**config.mk**
```make
export PLATFORM = sky130hd
export DESIGN_NAME = countdown_timer
export DESIGN_NICKNAME = d
export VERILOG_FILES = /design/src/rtl/countdown_timer.sv
export SDC_FILE = /design/constraint.sdc
export NUM_CORES = 1
export LEC_CHECK = 0
export CAP_MARGIN = 5
export CORE_ASPECT_RATIO = 0.7
export CORE_UTILIZATION = 40
export CTS_BUF_LIST = sky130_fd_sc_hd__clkbuf_16
export DETAILED_ROUTE_END_ITERATION = 6
export MAX_ROUTING_LAYER = met4
export SLEW_MARGIN = 30
export SYNTH_ARGS = -nofsm -noshare
export SYNTH_HDL_FRONTEND = slang
export SYNTH_SLANG_ARGS = --single-unit
export TNS_END_PERCENT = 50
```
**constraint.sdc**
```tcl
create_clock -name i_clk -period 10.3 [get_ports i_clk]
set_clock_uncertainty 0.1 [all_clocks]
set_input_delay 1.03 -clock i_clk [delete_from_list [all_inputs] [get_ports i_clk]]
set_output_delay 1.03 -clock i_clk [all_outputs]
set_load 0.05 [all_outputs]
```
**src/rtl/countdown_timer.sv**
```systemverilog
// countdown_timer
//   Round clock for the game. An internal prescaler derives a one-in-DIV
//   tick enable from i_clk (no derived clocks). The count is loaded, started,
//   paused and resumed by the game FSM. Registered tick and expiry pulses
//   are provided, plus a low-time warning and two BCD digits for the display.
//
// Ports
//   i_clk           system clock, rising edge
//   i_reset         synchronous reset, active low
//   i_load          abort and load i_load_value (state -> IDLE, prescaler -> 0)
//   i_load_value    value captured on i_load
//   i_start         level: start from IDLE / resume from PAUSED
//   i_pause         level: RUN -> PAUSED
//   o_count         remaining time
//   o_running       high in RUN
//   o_warn          RUN/PAUSED with 0 < count <= WARN_AT
//   o_expired       high in EXPIRED
//   o_expired_pulse one cycle on entry to EXPIRED
//   o_tick          one cycle per decrement
//   o_bcd_tens/ones BCD digits of min(count, 99)
module countdown_timer #(
  parameter int CLK_HZ      = 100_000_000,
  parameter int TICK_HZ     = 1,
  parameter int WIDTH       = 8,
  parameter int START_VALUE = 20,
  parameter int WARN_AT     = 5
) (
  input  logic             i_clk,
  input  logic             i_reset,
  input  logic             i_load,
  input  logic [WIDTH-1:0] i_load_value,
  input  logic             i_start,
  input  logic             i_pause,
  output logic [WIDTH-1:0] o_count,
  output logic             o_running,
  output logic             o_warn,
  output logic             o_expired,
  output logic             o_expired_pulse,
  output logic             o_tick,
  output logic [3:0]       o_bcd_tens,
  output logic [3:0]       o_bcd_ones
);

  localparam int DIV = (TICK_HZ > 0) ? (CLK_HZ / TICK_HZ) : 0;
  localparam int PW  = (DIV >= 2) ? $clog2(DIV) : 1;
  localparam logic [PW-1:0]    PRESC_MAX = PW'(DIV - 1);
  localparam logic [WIDTH-1:0] CNT_RST   = WIDTH'(START_VALUE);
  localparam logic [31:0]      WARN_U    = 32'(WARN_AT);

  generate
    if (DIV < 2) begin : g_bad_div
      $error("countdown_timer: CLK_HZ/TICK_HZ must be >= 2");
    end
    if (WIDTH < 4 || WIDTH > 16) begin : g_bad_width
      $error("countdown_timer: WIDTH must be within 4..16");
    end
    if (START_VALUE < 0 || START_VALUE >= (1 << WIDTH)) begin : g_bad_start
      $error("countdown_timer: START_VALUE does not fit in WIDTH bits");
    end
  endgenerate

  typedef enum logic [1:0] {
    ST_IDLE    = 2'd0,
    ST_RUN     = 2'd1,
    ST_PAUSED  = 2'd2,
    ST_EXPIRED = 2'd3
  } state_t;

  state_t           r_state, w_state_nxt;
  logic [WIDTH-1:0] r_count, w_count_nxt;
  logic [PW-1:0]    r_presc, w_presc_nxt;
  logic             r_tick, w_tick_nxt;
  logic             r_pulse, w_pulse_nxt;
  logic             w_step;

  always_ff @(posedge i_clk) begin
    if (!i_reset) begin
      r_state <= ST_IDLE;
      r_count <= CNT_RST;
      r_presc <= '0;
      r_tick  <= 1'b0;
      r_pulse <= 1'b0;
    end else begin
      r_state <= w_state_nxt;
      r_count <= w_count_nxt;
      r_presc <= w_presc_nxt;
      r_tick  <= w_tick_nxt;
      r_pulse <= w_pulse_nxt;
    end
  end

  always_comb begin
    w_state_nxt = r_state;
    w_count_nxt = r_count;
    w_presc_nxt = r_presc;
    w_tick_nxt  = 1'b0;
    w_pulse_nxt = 1'b0;
    w_step      = 1'b0;

    if (i_load) begin
      w_state_nxt = ST_IDLE;
      w_count_nxt = i_load_value;
      w_presc_nxt = '0;
    end else begin
      unique case (r_state)
        ST_IDLE: begin
          if (i_start) begin
            if (r_count != '0) begin
              w_state_nxt = ST_RUN;
              w_presc_nxt = '0;
            end else begin
              w_state_nxt = ST_EXPIRED;
              w_pulse_nxt = 1'b1;
            end
          end
        end
        ST_RUN: begin
          if (i_pause) w_state_nxt = ST_PAUSED;
          else         w_step      = 1'b1;
        end
        ST_PAUSED: begin
          // The resume edge counts as a running cycle, so a pause of P
          // cycles shifts every later decrement by exactly P cycles.
          if (!i_pause && i_start) begin
            w_state_nxt = ST_RUN;
            w_step      = 1'b1;
          end
        end
        default: ; // EXPIRED: only load/reset leave
      endcase

      if (w_step) begin
        if (r_presc == PRESC_MAX) begin
          w_presc_nxt = '0;
          if (r_count != '0) begin
            w_tick_nxt  = 1'b1;
            w_count_nxt = r_count - WIDTH'(1);
            if (r_count == WIDTH'(1)) begin
              w_state_nxt = ST_EXPIRED;
              w_pulse_nxt = 1'b1;
            end
          end
        end else begin
          w_presc_nxt = r_presc + PW'(1);
        end
      end
    end
  end

  // BCD of the saturated count; division by a constant stays combinational.
  logic [16:0] w_cnt_ext;
  logic [6:0]  w_sat;
  always_comb begin
    w_cnt_ext  = 17'(r_count);
    w_sat      = (w_cnt_ext > 17'd99) ? 7'd99 : w_cnt_ext[6:0];
    o_bcd_tens = 4'(w_sat / 7'd10);
    o_bcd_ones = 4'(w_sat % 7'd10);
  end

  assign o_count         = r_count;
  assign o_running       = (r_state == ST_RUN);
  assign o_expired       = (r_state == ST_EXPIRED);
  assign o_expired_pulse = r_pulse;
  assign o_tick          = r_tick;
  assign o_warn          = ((r_state == ST_RUN) || (r_state == ST_PAUSED)) &&
                           (r_count != '0) && (32'(r_count) <= WARN_U);

endmodule

```
==> impl_metrics.tcl, run 1 <==
set metrics [dict create \
    status "complete, no violations" \
    critPathKind "reg2out" \
    wl_per_cell_um 14.6 \
    drive_gt1_share_pct 6.55 \
    rsz0062_at_grt "false" \
    die_area_sq_mm 0.00720 \
    drt_first_iter_violations 198 \
    yosys_warnings 0 \
    hold_start "r_presc[26]" \
    ctsResizeCount 0 \
    crit_path_start_kind "register" \
    start_util_pct 42.7 \
    synth_seq_area_share_pct 28.4 \
    whs_path_depth 1 \
    hold_buffers 0 \
    remaining_drc_errors 0 \
    gp_congestion 0.782 \
    vias_per_cell 5.63 \
    leakage_nw 1.09 \
    finalCritPeriodShare_pct 56.7 \
    clock_sinks 39 \
    vias 2749 \
    dr.pass1.iters 5 \
    ir_worst_vdd_mv 0.0968 \
    die_y_um 71.3 \
    fill_cells 636 \
    cts_tree "yes" \
    synth-main-ff-cell "dfxtp_1" \
    reg2reg_to "r_presc[25]" \
    rows 24 \
    synth_compound_area_share_pct 25.3 \
    finalCriticalPeriod_ns 5.84 \
    clockRootBuffer "clkbuf_16" \
    wirelength_mm 7.13 \
    syn2layout_area_growth_pct 18.3 \
    overflow 0 \
    avgSynthCellArea_sq_um 7.40 \
    clk_pin_slew_ns 0.06 \
    yosys.area_share.simple_pct 31.5 \
    tns_ns 0 \
    synth_edf_count 0 \
    relSlewSlack_pct 39.3 \
    portBuffers 33 \
    drv_slew 0 \
    pwr_density_cell_mw_per_mm2 136 \
    finalSetupViolCount 0 \
    ioPinCount 34 \
    timing.rr.start "r_presc[0]" \
    dpl.hpwl_mm 5.14 \
    hold_viol_final 0 \
    r2r_slack_ns 7.68 \
    synth_nets 395 \
    worst_pin_slew_ns 0.910 \
    report.power.total_mw 0.443 \
    synthXorXnorAreaFrac_pct 2.55 \
    drv_cap 0 \
    clkLatencyLatePin_ns 0.28 \
    clockBufferDepth 2 \
    antenna_cells 0 \
    arrival_ns 4.71 \
    multi_input_area_sq_mm 0.00183 \
    postSynthCellCount 371 \
    end_kind "output pin" \
    min_path_type "reg2reg" \
    ff2ff_path_depth 8 \
    synthAdderAreaFrac_pct 5.01 \
    async_reset_ff_share_pct 0 \
    critPathRequiredTime_ns 9.17 \
    grt_pass1_vias 2289 \
    numCtsBuffers 5 \
    cts_setup_buffers 0 \
    nets 420 \
    ant_nets 0 \
    antenna_found_initial 0 \
    synth_seq_cells 39 \
    die-width_um 101 \
    hold_path_end "r_presc[26]" \
    worstPathMaxFanout 14 \
    syn_area_sq_mm 0.00275 \
    fmax_mhz 171 \
    fin_cells 488 \
    synth_top_family_by_area "simple AND/OR/NAND/NOR gates" \
    synth.distinct_cells 60 \
    seqCellArea_sq_um 781 \
    core_sq_mm 0.00643 \
    muxShareOfSynthArea_pct 1.91 \
    htreeDepth 2 \
    grtUsageTotal_pct 21.0 \
    grt_pass1_wl_mm 11.6 \
    place_inst 480 \
    startpoint "o_count[5]" \
    grt_max_degree 32 \
]
==> area by class of cell <==
class	instances	share of cell area, %
multi-input combinational	302	56.2
inverter	14	1.62
sequential	39	24.0
tap	91	3.51
clock buffer	5	3.85
timing repair buffer	34	10.4
clock inverter	3	0.385
==> how the worst max path moves through the flow <==
stage	depth (start not counted)	slack (ns)	end
after floorplan	17	4.76	o_bcd_ones[1]
after global placement	17	4.93	o_bcd_ones[1]
after detailed placement	17	4.81	o_bcd_ones[1]
after CTS	17	4.47	o_bcd_ones[1]
after global routing	17	4.14	o_bcd_ones[1]
final	17	4.46	o_bcd_ones[1]
==> cell families (layout without fill, tap and decap cells) <==
| kind of cell | count (synthesis) | after routing |
|---|---|---|
| fa+ha+maj | 11 | 11 |
| xor+xnor | 8 | 8 |
| buf+inv | 30 | 56 |
| flops | 39 | 39 |
| mux | 5 | 5 |
| simple gates | 170 | 170 |
| compound gates | 108 | 108 |
==> routing by layer <==
layer	track usage (%)	vias up	wire, um
met3	3.32	7	458
met5	-	-	0
li1	-	1406	-
met2	26.0	80	2650
met1	33.9	1256	3950
met4	5.31	0	68
==> metrics by stage <==
stage	hold slack [ns]	instance area, sq um	util [%]	setup slack (ns)
2_1_floorplan	0.339	2750	-	4.76
3_3_place_gp	0.380	3110	48.4	4.93
3_5_place_dp	0.385	3110	48.4	4.81
4_1_cts	0.400	3250	50.5	4.47
5_1_grt	0.418	3250	50.5	4.14
6_report	0.396	3250	50.5	4.46
==> cells in the final DEF, fill, tap and decap left out, types with 12 or more instances in the layout <==
cell type | Yosys | layout
nor2_1 | 47 | 47
nor3_1 | 12 | 12
nand3_1 | 19 | 19
o21ai_0 | 26 | 25
dfxtp_1 | 39 | 39
clkdlybuf4s50_1 | 0 | 33
a311oi_1 | 14 | 14
a21oi_1 | 35 | 35
inv_1 | 14 | 16
nand2_1 | 43 | 42
==> power by group <==
part           total [mW]  internal, mW  switching [mW]
registers           0.159         0.153         0.00555
clock network       0.148        0.0875          0.0600
logic               0.137        0.0494          0.0875
total               0.443         0.290           0.153
==> cells in the mapped netlist (3+ instances only) <==
| cell type | number | area, sq um |
|---|---|---|
| o21ai_0 | 26 | 130 |
| nor3_1 | 12 | 60.1 |
| nand2_1 | 43 | 161 |
| buf_2 | 5 | 25.0 |
| nand4_1 | 5 | 31.3 |
| nor2b_1 | 3 | 18.8 |
| a21o_1 | 3 | 22.5 |
| a311oi_1 | 14 | 123 |
| nand3b_1 | 3 | 22.5 |
| ha_1 | 11 | 138 |
| clkbuf_1 | 5 | 18.8 |
| nand4b_1 | 5 | 43.8 |
| a21oi_1 | 35 | 175 |
| xor2_1 | 3 | 26.3 |
| dfxtp_1 | 39 | 781 |
| a31oi_1 | 5 | 31.3 |
| and3_1 | 6 | 37.5 |
| mux2i_1 | 3 | 30.0 |
| and2_1 | 8 | 50.1 |
| nor2_1 | 47 | 176 |
| xnor2_1 | 5 | 43.8 |
| o22ai_1 | 3 | 18.8 |
| nand3_1 | 19 | 95.1 |
| inv_1 | 14 | 52.6 |
| a211oi_1 | 3 | 22.5 |
==> flip-flops by register name, summed over array words and instances, names as in the netlist <==
name and flops:
r_presc 27, o_count 8, r_state 2, o_expired_pulse 1
o_tick 1
==> critical path: stages, from the launching register on <==
cell,delay [ns]
dfxtp_1,0.60
a21oi_1,0.18
and2_1,0.20
ha_1,0.23
o21ai_0,0.28
o2bb2ai_2,0.24
ha_1,0.27
o21a_1,0.12
o22ai_1,0.09
and2_1,0.20
o22ai_1,0.21
o2bb2ai_2,0.16
ha_1,0.21
inv_1,0.08
a31o_2,0.22
a21o_1,0.20
xnor2_1,0.13
clkdlybuf4s50_1,0.81
No activity file was read; power rests on OpenSTA's default activity.
==> run 2, diff against run 1 <==
Clock period 10.3 ns to 5.15 ns, I/O delays scaled along.
==> run 2 against run 1 <==
Design area rose by 1.2%. Global-route usage barely moved. Final cell count rose by 0.61%. Via count rose by 0.58%. Clock power rose by 100%. Largest cell class unchanged. Setup slack got worse by 3.9 ns. Critical path type unchanged. Critical path depth did not move. Register-to-register slack got worse by 5.2 ns. Sequential share of layout area fell by 0.25 points.
==> impl_metrics.tcl, run 2 (synthesis results as in run 1) <==
set metrics [dict create \
    status "complete, no violations" \
    clockBufferDepth 2 \
    clock_sinks 39 \
    end_kind "output pin" \
    grtUsageTotal_pct 21.0 \
    crit_path_start_kind "register" \
    finalCritPeriodShare_pct 88.4 \
    drv_slew 0 \
    ir_worst_vdd_mv 0.178 \
    drive_gt1_share_pct 7.50 \
    tns_ns 0 \
    fill_cells 664 \
    portBuffers 33 \
    rsz0062_at_grt "false" \
    startpoint "o_count[7]" \
    grt_pass1_wl_mm 11.7 \
    ant_nets 0 \
    die_y_um 71.3 \
    reg2reg_to "r_presc[25]" \
    cts_tree "yes" \
    relSlewSlack_pct 48.0 \
    vias 2765 \
    wl_per_cell_um 14.8 \
    pwr_density_cell_mw_per_mm2 272 \
    drv_cap 0 \
    nets 423 \
    regMostFlops "r_presc" \
    layout_commonest_cell "nor2_1" \
    clk_pin_slew_ns 0.06 \
    numCtsBuffers 5 \
    r2r_slack_ns 2.51 \
    critPathRequiredTime_ns 4.53 \
    antenna_cells 0 \
    gp_congestion 0.905 \
    overflow 0 \
    dpl.hpwl_mm 5.10 \
    remaining_drc_errors 0 \
    critPathKind "reg2out" \
    grt_max_degree 32 \
    setup.worst_path.end "o_bcd_ones[1]" \
    arrival_ns 3.94 \
    rows 24 \
    clkLatencyLatePin_ns 0.28 \
    ff2ff_path_depth 8 \
    finalCriticalPeriod_ns 4.56 \
    vias_per_cell 5.63 \
    syn2layout_area_growth_pct 19.8 \
    leakage_nw 1.13 \
    hold_buffers 0 \
    wirelength_mm 7.25 \
    worst_pin_slew_ns 0.776 \
    dp_slack_ns 0.466 \
    core_sq_mm 0.00643 \
    ioPinCount 34 \
    htreeDepth 2 \
    hold_viol_final 0 \
    antenna_found_initial 0 \
    dr.pass1.iters 5 \
    start_util_pct 42.7 \
    grt_pass1_vias 2368 \
    setup_slack_ns 0.595 \
    clockRootBuffer "clkbuf_16" \
    drt_first_iter_violations 160 \
    final_cell_mix "47 x nor2_1, 42 x nand2_1, 38 x dfxtp_1, 35 x a21oi_1, 29 x clkdlybuf4s50_1" \
    die_area_sq_mm 0.00720 \
    worstPathMaxFanout 13 \
    largest_reg_flops 27 \
    timing.rr.start "r_presc[2]" \
    finalSetupViolCount 0 \
    fmax_mhz 220 \
    die-width_um 101 \
    min_path_type "reg2reg" \
]
==> run 2: what timing repair did <==
| item | CTS | global route |
|---|---|---|
| endpoints found under the setup margin | 0 | 3 |
| resized for setup | 0 | 5 |
| hold endpoints to repair | 0 | 0 |
| buffers inserted | 0 | 0 |
==> run 2: worst max-delay path, stage by stage (launching register included) <==
cell,delay (ns)
dfxtp_2,0.49
a21oi_1,0.13
and2_1,0.18
ha_1,0.23
o21ai_0,0.38
o2bb2ai_4,0.21
ha_1,0.25
o21a_1,0.12
o22ai_1,0.08
and2_1,0.18
o22ai_1,0.20
o2bb2ai_2,0.17
ha_1,0.20
inv_1,0.07
a31o_2,0.21
a21o_1,0.20
xnor2_1,0.13
buf_4,0.21
==> run 2: through the flow <==
| step | power, mW | hold slack [ns] | std cells | instance area [sq um] | util (%) |
|---|---|---|---|---|---|
| 2_1_floorplan | 0.517 | 0.339 | 371 | 2750 | - |
| 3_3_place_gp | 0.594 | 0.379 | 483 | 3120 | 48.6 |
| 3_5_place_dp | 0.595 | 0.369 | 483 | 3130 | 48.7 |
| 4_1_cts | 0.896 | 0.396 | 491 | 3270 | 50.8 |
| 5_1_grt | 0.933 | 0.415 | 491 | 3290 | 51.2 |
| 6_report | 0.894 | 0.404 | 491 | 3290 | 51.2 |
==> run 2: final cells by class <==
class	count	area [sq um]	share of cell area [%]
multi-input cells	302	1830	55.8
inverters	14	52.6	1.60
clock inverters	3	15.0	0.457
well taps	91	114	3.46
repair buffers	37	365	11.1
clock buffers	5	125	3.81
flip-flops and latches	39	782	23.8
==> run 2: routing by layer <==
metal	vias up	track usage (%)	routed length (um)
met4	0	2.90	23
met1	1281	33.4	4070
met3	5	3.80	433
met5	-	-	0
met2	71	27.2	2720
li1	1408	-	-
==> run 2: worst min-delay path by stage <==
stage	start	end	depth (start not counted)
finish	r_presc[26]	r_presc[26]	1
CTS	r_presc[26]	r_presc[26]	1
global placement	r_presc[26]	r_presc[26]	1
global route	r_presc[24]	r_presc[24]	1
floorplan	r_presc[26]	r_presc[26]	1
detailed placement	r_presc[26]	r_presc[26]	1
==> run 2: power breakdown <==
group	leakage [nW]	switching (mW)	internal [mW]
Sequential	0.316	0.00880	0.306
Clock	0.0649	0.126	0.176
Combinational	0.748	0.177	0.0992
==> patch 1 (flow settings as in run 1) <==
Encoding of `state_t`: now Gray code (2 bits for 4 states).
--- a/src/rtl/countdown_timer.sv
+++ b/src/rtl/countdown_timer.sv
@@ -60,10 +60,10 @@
   endgenerate
 
   typedef enum logic [1:0] {
-    ST_IDLE    = 2'd0,
-    ST_RUN     = 2'd1,
-    ST_PAUSED  = 2'd2,
-    ST_EXPIRED = 2'd3
+    ST_IDLE    = 2'b00,
+    ST_RUN     = 2'b01,
+    ST_PAUSED  = 2'b11,
+    ST_EXPIRED = 2'b10
   } state_t;
 
   state_t           r_state, w_state_nxt;
Function: same outputs for any inputs over 4 cycles, from zero or initial values and one cycle with i_reset low; so few cycles prove little.
==> patch 1 against run 1 <==
The run now ends with DRC left; worst setup slack lost 0.64 ns; critical path depth grew 1; largest power group unchanged; sequential cell count is the same; highest routed layer unchanged; hold slack lost 0.0084 ns; design area shrank 4.5%; largest cell class unchanged; power grew 0.33%; critical path type unchanged; synthesized area shrank 5.0%; wire length shrank 5.6%.
==> patch 1: results (changes against run 1) <==
stage,metric,value,unit,change
power,Worst IR Drop VDD,0.05291,mV,-45%
synthesis,Commonest cells post-synth,"nand2_1, dfxtp_1, nor2_1, a21oi_1",,
worst_setup_path,critical path's top delay family,compound AO/OA/AOI/OAI gates,,
global_routing,Global Route met3 Usage,0.04032,,+0.007152
run_status,failing checks,DRC,,
run_status,status,finished with violations,,
worst_setup_path,maximum fanout along the worst path,13,,-1
global_routing,GR Util met1,0.3491,,+0.01011
synthesis,"Net Count, Synth",366,,-7.3%
power,switch share,0.3477,,+0.002214
timing,Max-Slew Margin vs Limit,0.5379,,+0.1446
worst_setup_path,Worst EP arrival,5.35,ns,+0.64 ns
synthesis,register area share after synthesis,0.2993,,+0.01487
final_layout,share of cells above drive strength 1,0.05479,,-0.01070
synthesis,most area-consuming cells after synthesis,"dfxtp_1, nand2_1, a21oi_1",,
drt,remaining routing DRC violations,1,,+1
drt,vias per cell,5.840,,+3.7%
global_routing,first-pass GRT wire length,11830,microns,+1.8%
synthesis,unique cell type count in the Yosys netlist,58,,-3.3%
drt,Initial DRC Count,170,,-14%
drt,router iterations before antenna repair,7,,+2
drt,WL met2,2646,microns,-0.26%
final_layout,NumNets Final,384,,-8.6%
global_routing,vias in the first global route,2380,,+4.0%
drt,metal3 WL,364,microns,-21%
placement,DP Wirelength,4706,microns,-8.4%
global_routing,grt met2 use,0.2833,,+0.02298
patch 1: changes by cell type in the layout (fill, tap and decap cells not counted), sizes merged, moves of 5 or more:
cell,delta
nand2b,+5
a21oi,-8
nor2,-14
inv,-10
o21ai,-12
patch 1: metrics by stage:
stage               cell area (sq um)  instances    util  setup slack, ns  total power [mW]
floorplan                        2609        346       -            4.138            0.2583
detailed placement               2960        435  0.4717            4.197            0.2984
global placement                 2958        435  0.4713            4.358            0.2978
finish                           3100        443  0.4940            3.816            0.4445
global route                     3100        443  0.4940            3.288            0.4662
CTS                              3100        443  0.4940            3.881            0.4471
patch 1: final timing paths:
kind,depth (start not counted),to,start,slack [ns]
max reg2reg,8,r_presc[16],r_presc[0],7.39
min,1,r_presc[16],r_presc[16],0.39
min reg2reg,1,r_presc[16],r_presc[16],0.39
max,18,o_bcd_ones[2],o_count[5],3.82
patch 1: cell type report:
cell class,instances,area [sq um]
clock inverter,3,15.01
multi-input combinational,277,1714
fill,611,3176
timing repair buffer,35,345.3
tap,78,97.59
clock buffer,5,125.1
sequential,39,780.7
inverter,6,22.52
patch 1: power by group through the flow:
stage | Clock [mW] | Combinational [mW] | Sequential (mW)
4_1_cts | 0.152 | 0.136 | 0.160
6_report | 0.148 | 0.136 | 0.160
3_5_place_dp | 0 | 0.136 | 0.163
2_1_floorplan | 0 | 0.0933 | 0.165
5_1_grt | 0.159 | 0.147 | 0.160
3_3_place_gp | 0 | 0.135 | 0.163
patch 1: cells by family (layout without fill, tap and decap cells):
family,Yosys count,after routing,synth area share
AOI/OAI and AO/OA,99,99,0.2571
adders and majority gates,7,7,0.03357
xor gates and xnor gates,8,8,0.02686
buffers and inverters,30,49,0.04652
muxes,3,3,0.01151
and+or+nand+nor,160,160,0.3252
DFF,39,39,0.2993
==> patch 2 (flow settings as in run 1) <==
Without the edit above. The parameter `CLK_HZ` goes from 100_000_000 to 25_000_000.
--- a/src/rtl/countdown_timer.sv
+++ b/src/rtl/countdown_timer.sv
@@ -19,7 +19,7 @@
 //   o_tick          one cycle per decrement
 //   o_bcd_tens/ones BCD digits of min(count, 99)
 module countdown_timer #(
-  parameter int CLK_HZ      = 100_000_000,
+  parameter int CLK_HZ      = 25_000_000,
   parameter int TICK_HZ     = 1,
   parameter int WIDTH       = 8,
   parameter int START_VALUE = 20,
Behaviour: same outputs for any inputs over 4 cycles, from zero or initial values and one cycle with i_reset low; that may be too few to reach the edited logic, so the function may still have changed.
==> patch 2 against run 1 <==
Sequential cell count fell by 2; design area fell by 0.92%; highest routed layer unchanged; power rose by 3.7%; synthesized area fell by 1.6%; register-to-register slack got worse by 0.29 ns; worst setup slack got worse by 1.0 ns; wire length rose by 5.4%; hold slack got worse by 0.014 ns; largest power group is now combinational cells; die area fell by 1.6%; largest cell class unchanged.
==> patch 2: results (changes against run 1) <==
stage,metric,value,unit,change
power,leakage power,1.066,nW,-2.3%
final_layout,share of cells above drive strength 1,0.06631,,+0.0008218
drt,Initial DRC Count,142,,-28%
timing,Max-Slew Margin vs Limit,0.3944,,+0.001077
global_routing,first-pass GRT wire length,12260,microns,+5.5%
global_routing,All-Layer GR Usage,0.2245,,+0.01407
drt,drt total wl,7518,microns,+5.4%
final_layout,Biggest register,r_presc,,
worst_setup_path,Critical R2R Launch,r_state[1],,
synthesis,register area share after synthesis,0.2743,,-0.01008
power,Worst IR Drop VDD,0.1068,mV,+10%
synthesis,most area-consuming cells after synthesis,"dfxtp_1, ha_1, a21oi_1",,
global_routing,vias in the first global route,2380,,+4.0%
synthesis,"Net Count, Synth",378,,-4.3%
worst_setup_path,Worst EP arrival,5.73,ns,+1.02 ns
worst_hold_path,Worst Hold Launch,r_presc[20],,
clock_tree,Clk Tree Root Cell,clkbuf_16,,
worst_setup_path,Worst R2R End,r_presc[20],,
clock_tree,buffers inserted by post-CTS timing repair,0,,unchanged
drt,Vias,2739,,-0.36%
clock_tree,Num CTS Buffers,5,,unchanged
placement,DP Area,3088,sq um,-0.72%
final_layout,# diodes,0,,unchanged
worst_hold_path,worst hold path class,flip-flop to flip-flop,,
worst_hold_path,worst hold endpoint,r_presc[20],,
synthesis,ys async rst share,0,,unchanged
worst_setup_path,Worst R2R Setup Slack,7.39,ns,-0.29 ns
clock_tree,# resized after CTS,0,,unchanged
global_routing,initial antenna violation count,0,,unchanged
drt,router iterations before antenna repair,5,,unchanged
clock_tree,clock latency on the worst-skew pair,0.28,ns,about the same
synthesis,Commonest cells post-synth,"dfxtp_1, nor2_1, nand2_1, a21oi_1, o21ai_0",,
synthesis,Most used DFF post-synth,dfxtp_1,,
power,pwr/cell area,142.7,nW/um^2,+4.7%
worst_setup_path,reg2reg path depth,6,,-2
worst_hold_path,hold depth,1,,unchanged
placement,DP Wirelength,5486,microns,+6.7%
final_layout,Fillers,652,,+2.5%
worst_setup_path,Setup crit end,o_bcd_ones[2],,
synthesis,Synth warnings,0,,unchanged
clock_tree,Clock Pin Slew Worst Setup and Hold Paths,0.05,ns,
final_layout,NumNets Final,402,,-4.3%
clock_tree,clock buffer depth,2,,unchanged
timing,Setup-failing EPs final,0,,unchanged
worst_setup_path,maximum fanout along the worst path,18,,+4
clock_tree,Clock H-tree levels,2,,unchanged
run_status,status,finished clean,,
placement,I/O Buffers,33,,unchanged
final_layout,max reg flops,25,,-7.4%
placement,Final GP Congestion,0.9051,,+16%
synthesis,unique cell type count in the Yosys netlist,67,,+12%
worst_setup_path,Crit. Startpoint,o_count[5],,
global_routing,largest net degree at the start of global routing,31,,-3.1%
## patch 2: power by group
group	internal, mW	switching (mW)
sequential	0.146	0.00700
clock	0.0864	0.0557
combinational	0.0601	0.105
total	0.292	0.167
## patch 2: final cells by class
| type | count | share of cell area |
|---|---|---|
| inverter | 18 | 0.02100 |
| clock inverter | 1 | 0.001555 |
| multi-input combinational | 283 | 0.5704 |
| clock buffer | 5 | 0.03888 |
| timing repair buffer | 33 | 0.1026 |
| tap | 91 | 0.03538 |
| sequential | 37 | 0.2302 |
## patch 2: routing by layer
layer	part of all wire	track usage	routed length, microns	up-vias
met5	0	-	0	-
met4	0.0055	0.03865	41	0
met1	0.57	0.3709	4293	1286
li1	-	-	-	1371
met2	0.37	0.2740	2773	76
met3	0.055	0.03557	410	6
## patch 2: kinds of logic after synthesis
kind of cell | after synthesis | synth area share
DFF | 37 | 0.2743
and+or+nand+nor | 145 | 0.2905
buffers and inverters | 34 | 0.05190
AOI/OAI and AO/OA | 113 | 0.2831
adders and majority gates | 11 | 0.05097
xor gates and xnor gates | 10 | 0.03244
muxes | 4 | 0.01668
## patch 2: worst max-delay path: stages (launching register included)
cell and delay, ns:
dfxtp_1 0.72, a21oi_2 0.17, and2_1 0.20, ha_1 0.26
and4b_1 0.23, o31a_1 0.37, ha_1 0.25, or4b_4 0.50
nand3b_4 0.12, o21a_4 0.17, o211ai_2 0.20, xnor2_1 0.25
ha_1 0.33, inv_1 0.08, and3_1 0.14, or4b_1 0.51
o311ai_1 0.10, clkdlybuf4s50_1 0.86
## patch 2: metrics by stage
stage,hold WS (ns),cells,setup slack [ns]
after floorplan,0.3402,354,3.582
after global placement,0.3591,462,4.002
after detailed placement,0.3709,462,3.766
after CTS,0.3813,468,3.477
after global routing,0.4084,468,3.103
final,0.3814,468,3.439
